<file path="config.mk">
export PLATFORM = sky130hd
export DESIGN_NAME = bcd_serializer_flat
export DESIGN_NICKNAME = d
export VERILOG_FILES = /design/src/rtl/bcd_serializer_pkg.sv /design/src/rtl/bcd_serializer_if.sv /design/src/rtl/bcd_serializer_fifo.sv /design/src/rtl/bcd_serializer.sv /design/src/flat_wrapper.sv
export SDC_FILE = /design/constraint.sdc
export NUM_CORES = 1
export LEC_CHECK = 0
export ABC_AREA = 1
export CAP_MARGIN = 20
export CORE_AREA = 8 8 115 106
export DETAILED_ROUTE_END_ITERATION = 8
export DIE_AREA = 0 0 123 114
export GPL_TIMING_DRIVEN = 0
export PLACE_DENSITY = 0.46
export SYNTH_ARGS = -nofsm -noshare
export SYNTH_HDL_FRONTEND = slang
export SYNTH_HIERARCHICAL = 1
export SYNTH_SLANG_ARGS = --single-unit
</file>
<file path="constraint.sdc">
create_clock -name clk -period 2.8 [get_ports clk]
set_input_delay 0.84 -clock clk [delete_from_list [all_inputs] [get_ports clk]]
set_output_delay 0.84 -clock clk [all_outputs]
set_load 0.05 [all_outputs]
</file>
<file path="src/rtl/bcd_serializer_pkg.sv">
// Shared types and constants for the BCD byte serializer and its FIFO.
package bcd_ser_pkg;

  localparam int         DEPTH_DEFAULT = 4;
  localparam logic [3:0] BCD_MAX       = 4'd9;
  localparam logic [2:0] IDX_MSB       = 3'd7;

  typedef enum logic [0:0] {
    ST_IDLE  = 1'b0,
    ST_SHIFT = 1'b1
  } ser_state_e;

  // A byte is packed BCD only if both nibbles are decimal digits.
  function automatic logic is_bcd(input logic [7:0] b);
    return (b[7:4] <= BCD_MAX) && (b[3:0] <= BCD_MAX);
  endfunction

endpackage

</file>
<file path="src/rtl/bcd_serializer_if.sv">
// Byte-in handshake and serial-out bundle between a byte source and the serializer.
interface bcd_serializer_if;

  logic [7:0] in_data;
  logic       in_valid;
  logic       in_ready;
  logic       s_out;
  logic       s_valid;
  logic       s_first;
  logic       bad_pulse;
  logic [7:0] err_cnt;

  modport master (
    output in_data, in_valid,
    input  in_ready, s_out, s_valid, s_first, bad_pulse, err_cnt
  );

  modport slave (
    input  in_data, in_valid,
    output in_ready, s_out, s_valid, s_first, bad_pulse, err_cnt
  );

endinterface

</file>
<file path="src/rtl/bcd_serializer_fifo.sv">
// Byte FIFO with power-of-two depth; pointers wrap naturally modulo DEPTH.
module bcd_fifo
  import bcd_ser_pkg::*;
#(
  parameter  int DEPTH = DEPTH_DEFAULT,
  localparam int AW    = $clog2(DEPTH),
  localparam int CW    = AW + 1
) (
  input  logic          clk,
  input  logic          rst,
  input  logic          i_push,
  input  logic          i_pop,
  input  logic [7:0]    i_din,
  output logic          o_full,
  output logic          o_empty,
  output logic [CW-1:0] o_count,
  output logic [7:0]    o_dout
);

  logic [7:0]    r_mem [DEPTH];
  logic [AW-1:0] r_wr_ptr;
  logic [AW-1:0] r_rd_ptr;
  logic [CW-1:0] r_count;
  logic          w_do_push;
  logic          w_do_pop;

  assign o_full    = (r_count == CW'(DEPTH));
  assign o_empty   = (r_count == CW'(0));
  assign o_count   = r_count;
  assign o_dout    = r_mem[r_rd_ptr];
  assign w_do_push = i_push && !o_full;
  assign w_do_pop  = i_pop && !o_empty;

  // Storage array; contents are don't-care while the count says empty.
  always_ff @(posedge clk) begin
    if (w_do_push) begin
      r_mem[r_wr_ptr] <= i_din;
    end
  end

  // Pointer and occupancy bookkeeping.
  always_ff @(posedge clk or posedge rst) begin
    if (rst) begin
      r_wr_ptr <= AW'(0);
      r_rd_ptr <= AW'(0);
      r_count  <= CW'(0);
    end else begin
      if (w_do_push) begin
        r_wr_ptr <= r_wr_ptr + AW'(1);
      end
      if (w_do_pop) begin
        r_rd_ptr <= r_rd_ptr + AW'(1);
      end
      case ({w_do_push, w_do_pop})
        2'b10:   r_count <= r_count + CW'(1);
        2'b01:   r_count <= r_count - CW'(1);
        default: r_count <= r_count;
      endcase
    end
  end

endmodule

</file>
<file path="src/rtl/bcd_serializer.sv">
// Filters packed-BCD bytes into a FIFO and shifts them out MSB first with no gap between bytes.
module bcd_serializer
  import bcd_ser_pkg::*;
#(
  parameter int DEPTH = DEPTH_DEFAULT
) (
  input  logic              clk,
  input  logic              rst,
  bcd_serializer_if.slave   bus
);

  localparam int CW = $clog2(DEPTH) + 1;

  ser_state_e    r_state;
  ser_state_e    w_next_state;
  logic [2:0]    r_idx;
  logic [2:0]    w_next_idx;
  logic [7:0]    r_shift;
  logic [7:0]    w_next_shift;
  logic          w_pop;
  logic          w_full;
  logic          w_empty;
  logic [CW-1:0] w_count;
  logic [7:0]    w_dout;
  logic          w_in_ready;
  logic          w_xfer;
  logic          w_push;
  logic          w_bad;
  logic          w_s_valid;
  logic          w_s_out;
  logic          w_s_first;
  logic          r_s_valid;
  logic          r_s_out;
  logic          r_s_first;
  logic          r_bad_pulse;
  logic [7:0]    r_err_cnt;

  // Ready depends only on the registered count, so a same-cycle pop never frees a slot.
  assign w_in_ready = (w_count < CW'(DEPTH)) && !w_full;
  assign w_xfer     = bus.in_valid && w_in_ready;
  assign w_push     = w_xfer && is_bcd(bus.in_data);
  assign w_bad      = w_xfer && !is_bcd(bus.in_data);

  bcd_fifo #(
    .DEPTH (DEPTH)
  ) u_fifo (
    .clk     (clk),
    .rst     (rst),
    .i_push  (w_push),
    .i_pop   (w_pop),
    .i_din   (bus.in_data),
    .o_full  (w_full),
    .o_empty (w_empty),
    .o_count (w_count),
    .o_dout  (w_dout)
  );

  // FSM state, bit index and shift register.
  always_ff @(posedge clk or posedge rst) begin
    if (rst) begin
      r_state <= ST_IDLE;
      r_idx   <= IDX_MSB;
      r_shift <= 8'h00;
    end else begin
      r_state <= w_next_state;
      r_idx   <= w_next_idx;
      r_shift <= w_next_shift;
    end
  end

  // Next-state: load from the FIFO head when idle or on the last bit, otherwise shift.
  always_comb begin
    w_next_state = r_state;
    w_next_idx   = r_idx;
    w_next_shift = r_shift;
    w_pop        = 1'b0;
    case (r_state)
      ST_IDLE: begin
        if (!w_empty) begin
          w_pop        = 1'b1;
          w_next_state = ST_SHIFT;
          w_next_idx   = IDX_MSB;
          w_next_shift = w_dout;
        end else begin
          w_next_state = ST_IDLE;
        end
      end
      ST_SHIFT: begin
        if (r_idx == 3'd0) begin
          if (!w_empty) begin
            w_pop        = 1'b1;
            w_next_state = ST_SHIFT;
            w_next_idx   = IDX_MSB;
            w_next_shift = w_dout;
          end else begin
            w_next_state = ST_IDLE;
            w_next_idx   = IDX_MSB;
            w_next_shift = 8'h00;
          end
        end else begin
          w_next_state = ST_SHIFT;
          w_next_idx   = r_idx - 3'd1;
          w_next_shift = {r_shift[6:0], 1'b0};
        end
      end
      default: begin
        w_next_state = ST_IDLE;
        w_next_idx   = IDX_MSB;
        w_next_shift = 8'h00;
      end
    endcase
  end

  // Serial outputs decoded from the current state; forced low when no bit is presented.
  always_comb begin
    w_s_valid = (r_state == ST_SHIFT);
    if (w_s_valid) begin
      w_s_out   = r_shift[7];
      w_s_first = (r_idx == IDX_MSB);
    end else begin
      w_s_out   = 1'b0;
      w_s_first = 1'b0;
    end
  end

  // Registered serial outputs, drop flag and saturating drop counter.
  always_ff @(posedge clk or posedge rst) begin
    if (rst) begin
      r_s_valid   <= 1'b0;
      r_s_out     <= 1'b0;
      r_s_first   <= 1'b0;
      r_bad_pulse <= 1'b0;
      r_err_cnt   <= 8'h00;
    end else begin
      r_s_valid   <= w_s_valid;
      r_s_out     <= w_s_out;
      r_s_first   <= w_s_first;
      r_bad_pulse <= w_bad;
      if (w_bad && (r_err_cnt != 8'hFF)) begin
        r_err_cnt <= r_err_cnt + 8'd1;
      end
    end
  end

  assign bus.in_ready  = w_in_ready;
  assign bus.s_valid   = r_s_valid;
  assign bus.s_out     = r_s_out;
  assign bus.s_first   = r_s_first;
  assign bus.bad_pulse = r_bad_pulse;
  assign bus.err_cnt   = r_err_cnt;

endmodule

</file>
<file path="src/flat_wrapper.sv">
// flat-port wrapper written by rule: the top's interface ports become plain ports
module bcd_serializer_flat import bcd_ser_pkg::*;
#(
  parameter int DEPTH = DEPTH_DEFAULT
)
  (clk, rst, bus_in_data, bus_in_valid, bus_in_ready, bus_s_out, bus_s_valid, bus_s_first, bus_bad_pulse, bus_err_cnt);
  bcd_serializer_if bus_i ();
  input  logic clk;
  input  logic rst;
  input wire logic [$bits(bus_i.in_data)-1:0] bus_in_data;
  input wire logic [$bits(bus_i.in_valid)-1:0] bus_in_valid;
  output wire logic [$bits(bus_i.in_ready)-1:0] bus_in_ready;
  output wire logic [$bits(bus_i.s_out)-1:0] bus_s_out;
  output wire logic [$bits(bus_i.s_valid)-1:0] bus_s_valid;
  output wire logic [$bits(bus_i.s_first)-1:0] bus_s_first;
  output wire logic [$bits(bus_i.bad_pulse)-1:0] bus_bad_pulse;
  output wire logic [$bits(bus_i.err_cnt)-1:0] bus_err_cnt;
  assign bus_i.in_data = bus_in_data;
  assign bus_i.in_valid = bus_in_valid;
  assign bus_in_ready = bus_i.in_ready;
  assign bus_s_out = bus_i.s_out;
  assign bus_s_valid = bus_i.s_valid;
  assign bus_s_first = bus_i.s_first;
  assign bus_bad_pulse = bus_i.bad_pulse;
  assign bus_err_cnt = bus_i.err_cnt;
  bcd_serializer #(.DEPTH(DEPTH)) u_core (.clk(clk), .rst(rst), .bus(bus_i));
endmodule
</file>
==> results.ini <==
[outcome]
status=finished, final reports clean

[sta]
hold_slack_ns=0.441
tightestPinTransition_ns=0.924
fmax_mhz=378
drv_slew=0
finClkSkew_ns=0.00532
rsz0062_at_grt=false
hold_violations=0
fin_crit_sh=0.945
period_needed_ns=2.65
finalSetupViolCount=0
max_slew_margin=0.384

[floorplan]
fp.dieH_um=114
dieArea_sq_um=14000
core-area_sq_um=10200
ioPinCount=24
num_rows=35
dieWidth_um=123
start_util=0.295

[critical_path]
regToRegSetupSlack_ns=0.47
crit_fanout=7
worst_path_max_delay_cell=clkdlybuf4s50_1
critPathBufInv=2
cpMostUsedCell=o21ai_0
crit_type=input port to flop
critPathTopFamily=adder cells
crit_chain=clkdlybuf4s50_1, o21ai_0, nand2_2, nor2_4, nand2_4, ha_1, inv_1, fa_1, o21ai_0
cp-end-kind=flop
arrival_ns=2.89
crit_path_start_kind=input port
crit_required_ns=3.04
max_stage_delay_ns=0.50

[drt]
routed_wirelength_um=5910
post_drt_wl_per_cell_um=12.3
num_vias=2057
drt_pass1_iterations=4
drc=0
via_per_inst=4.29
first_iter_violations=109
ant_nets=0

[placed_design]
dpl.hpwl_um=4100
port_buffers=23
dp_cells=463
gp_congestion=0.726

[power]
p_per_area_nw_per_um2=995
power_frac_seq=0.367
peakVddDrop_v=0.000331
switching_share=0.384
pwr-share-comb=0.358
p_sw_mw=1.41
p_clk_frac=0.275
power.internal_mw=2.25
leakagePower_nw=1.70

[run]
cap_violations=0

[clock_tree]
cts_root_buf=clkbuf_16
clk_path_buf_depth=2
clk_latency_ns=0.32
numCtsBuffers=9
clock-sinks=63
clk_pin_slew_ns=0.05
cts_tree=done
h-tree-depth=3

[finish]
final_layout_size_suffix_gt1_frac=0.120
syn_to_final_growth_pct=22.8
multi_input_area_sq_um=1000
antennaDiodeCount=0
final_cells=479
seq_area_sq_um=1740
nets=366
fill_cells=1055

[min_path]
hp-class=flop to flop

[logic_synthesis]
ys_types=28
syn_nets=332
syn-cell-area_sq_um=2990
synth-seq-cells=63
ys_top_cells_by_count=100 x nand2_1, 54 x inv_1, 32 x edfxtp_1
synth_area_leaders=edfxtp_1 32%, dfrtp_1 23%, nand2_1 13%
synth_top_area_frac=0.321
synth_flop_cell=edfxtp_1
synth_edf_count=32
synth-async-reset-ratio=0.492
yosys.cell_count.top_type=nand2_1
syn_inst=311
ys_warn_count=6
synth_top_area_cell=edfxtp_1
avgSynthCellArea_sq_um=9.62
ys_seq_area_frac=0.582

[global_route]
grt_max_degree=25
antenna_found_initial=0
grt_usage=0.0931
grt_overflow=0
grt_pass1_vias=2026
grt_first_pass_wirelength_um=10000

[per-stage QoR]
step	power [mW]	util	instance area (sq um)	setup WS, ns	setup TNS, ns
after floorplan	2.30	-	2990	0.421	0
after global placement	2.66	0.333	3380	-0.600	-18.80
after detailed placement	2.68	0.333	3380	-0.577	-17.96
after CTS	3.70	0.361	3670	0.0150	0
after global routing	3.93	0.362	3680	0.0371	0
final	3.66	0.362	3680	0.154	0
[power by group through the flow]
stage	clock [mW]	combinational [mW]	sequential [mW]
floorplan	0	0.798	1.50
global placement	0	1.31	1.36
detailed placement	0	1.32	1.36
CTS	1.03	1.33	1.35
global route	1.08	1.48	1.37
finish	1.00	1.31	1.34
[placed cells by master, fill, tap and decap left out]
| master | count |
|---|---|
| a21oi_1 | 2 |
| a22oi_1 | 1 |
| buf_4 | 1 |
| buf_6 | 2 |
| clkbuf_16 | 9 |
| clkbuf_8 | 1 |
| clkdlybuf4s50_1 | 22 |
| clkinv_1 | 2 |
| clkinv_2 | 2 |
| clkinv_4 | 1 |
| clkinvlp_4 | 1 |
| dfrtp_1 | 28 |
| dfstp_2 | 3 |
| dlygate4sd2_1 | 1 |
| edfxtp_1 | 32 |
| fa_1 | 1 |
| ha_1 | 9 |
| inv_1 | 54 |
| inv_2 | 5 |
| inv_6 | 2 |
| nand2_1 | 99 |
| nand2_2 | 3 |
| nand2_4 | 1 |
| nand3_1 | 11 |
| nand3_2 | 4 |
| nand3b_1 | 1 |
| nand4_1 | 5 |
| nor2_1 | 8 |
| nor2_2 | 4 |
| nor2_4 | 2 |
| nor3b_4 | 1 |
| o211ai_1 | 17 |
| o21ai_0 | 8 |
| o21ai_1 | 2 |
| xnor2_1 | 4 |
| xor2_1 | 1 |
[what timing repair did]
item                       in CTS  in global routing
buffers inserted                0                  0
resized for setup               7                  2
setup endpoints to repair      35                  2
hold buffers                    0                  0
[sequential cells by signal (all words and copies together) (netlist names)]
signal and cells:
u_core/bus.s_out 1, u_core/r_state 1, u_core/u_fifo/o_count 3, u_core/bus.s_first 1, u_core/bus.bad_pulse 1, u_core/r_idx 3
u_core/u_fifo/r_wr_ptr 2, u_core/u_fifo/r_mem 32, u_core/r_shift 8, u_core/bus.err_cnt 8, u_core/bus.s_valid 1, u_core/u_fifo/r_rd_ptr 2
[cells by family after synthesis]
logic type | share of synthesized area
AO/OA/AOI/OAI | 0.0652
XOR/XNOR | 0.0146
adder cells (fa/ha/maj) | 0.0443
buffers and inverters | 0.0899
flip-flops | 0.582
AND/OR/NAND/NOR | 0.204
[path summary, 6_finish.rpt]
kind                                          start                  endpoint  cells past startpoint
setup reg to reg           u_core/u_fifo/o_count[2]  u_core/u_fifo/o_count[1]                     10
hold reg to reg                      u_core/r_state        u_core/bus.s_valid                      0
setup / recovery                     bus_in_data[5]  u_core/u_fifo/o_count[1]                      9
min in group asynchronous                       rst  u_core/u_fifo/o_count[0]                      2
max in group asynchronous                       rst         u_core/r_shift[1]                      2
hold / removal                       u_core/r_state        u_core/bus.s_valid                      0
[final cells by class]
cell class / instances / area share
Multi-Input combinational cell: 184 / 0.273
Inverter: 60 / 0.0613
Sequential cell: 63 / 0.473
Clock inverter: 7 / 0.0129
Timing Repair Buffer: 23 / 0.0623
Buffer: 4 / 0.0119
Tap cell: 129 / 0.0439
Clock buffer: 9 / 0.0613
[routing by layer]
metal  vias up  GRT usage  part of all wire
met3         7     0.0351             0.046
met1       961      0.117              0.49
met5         -          0                 0
li1       1062          -                 -
met2        27      0.140              0.45
met4         0     0.0401             0.014
(Power assumes the default switching activity.)
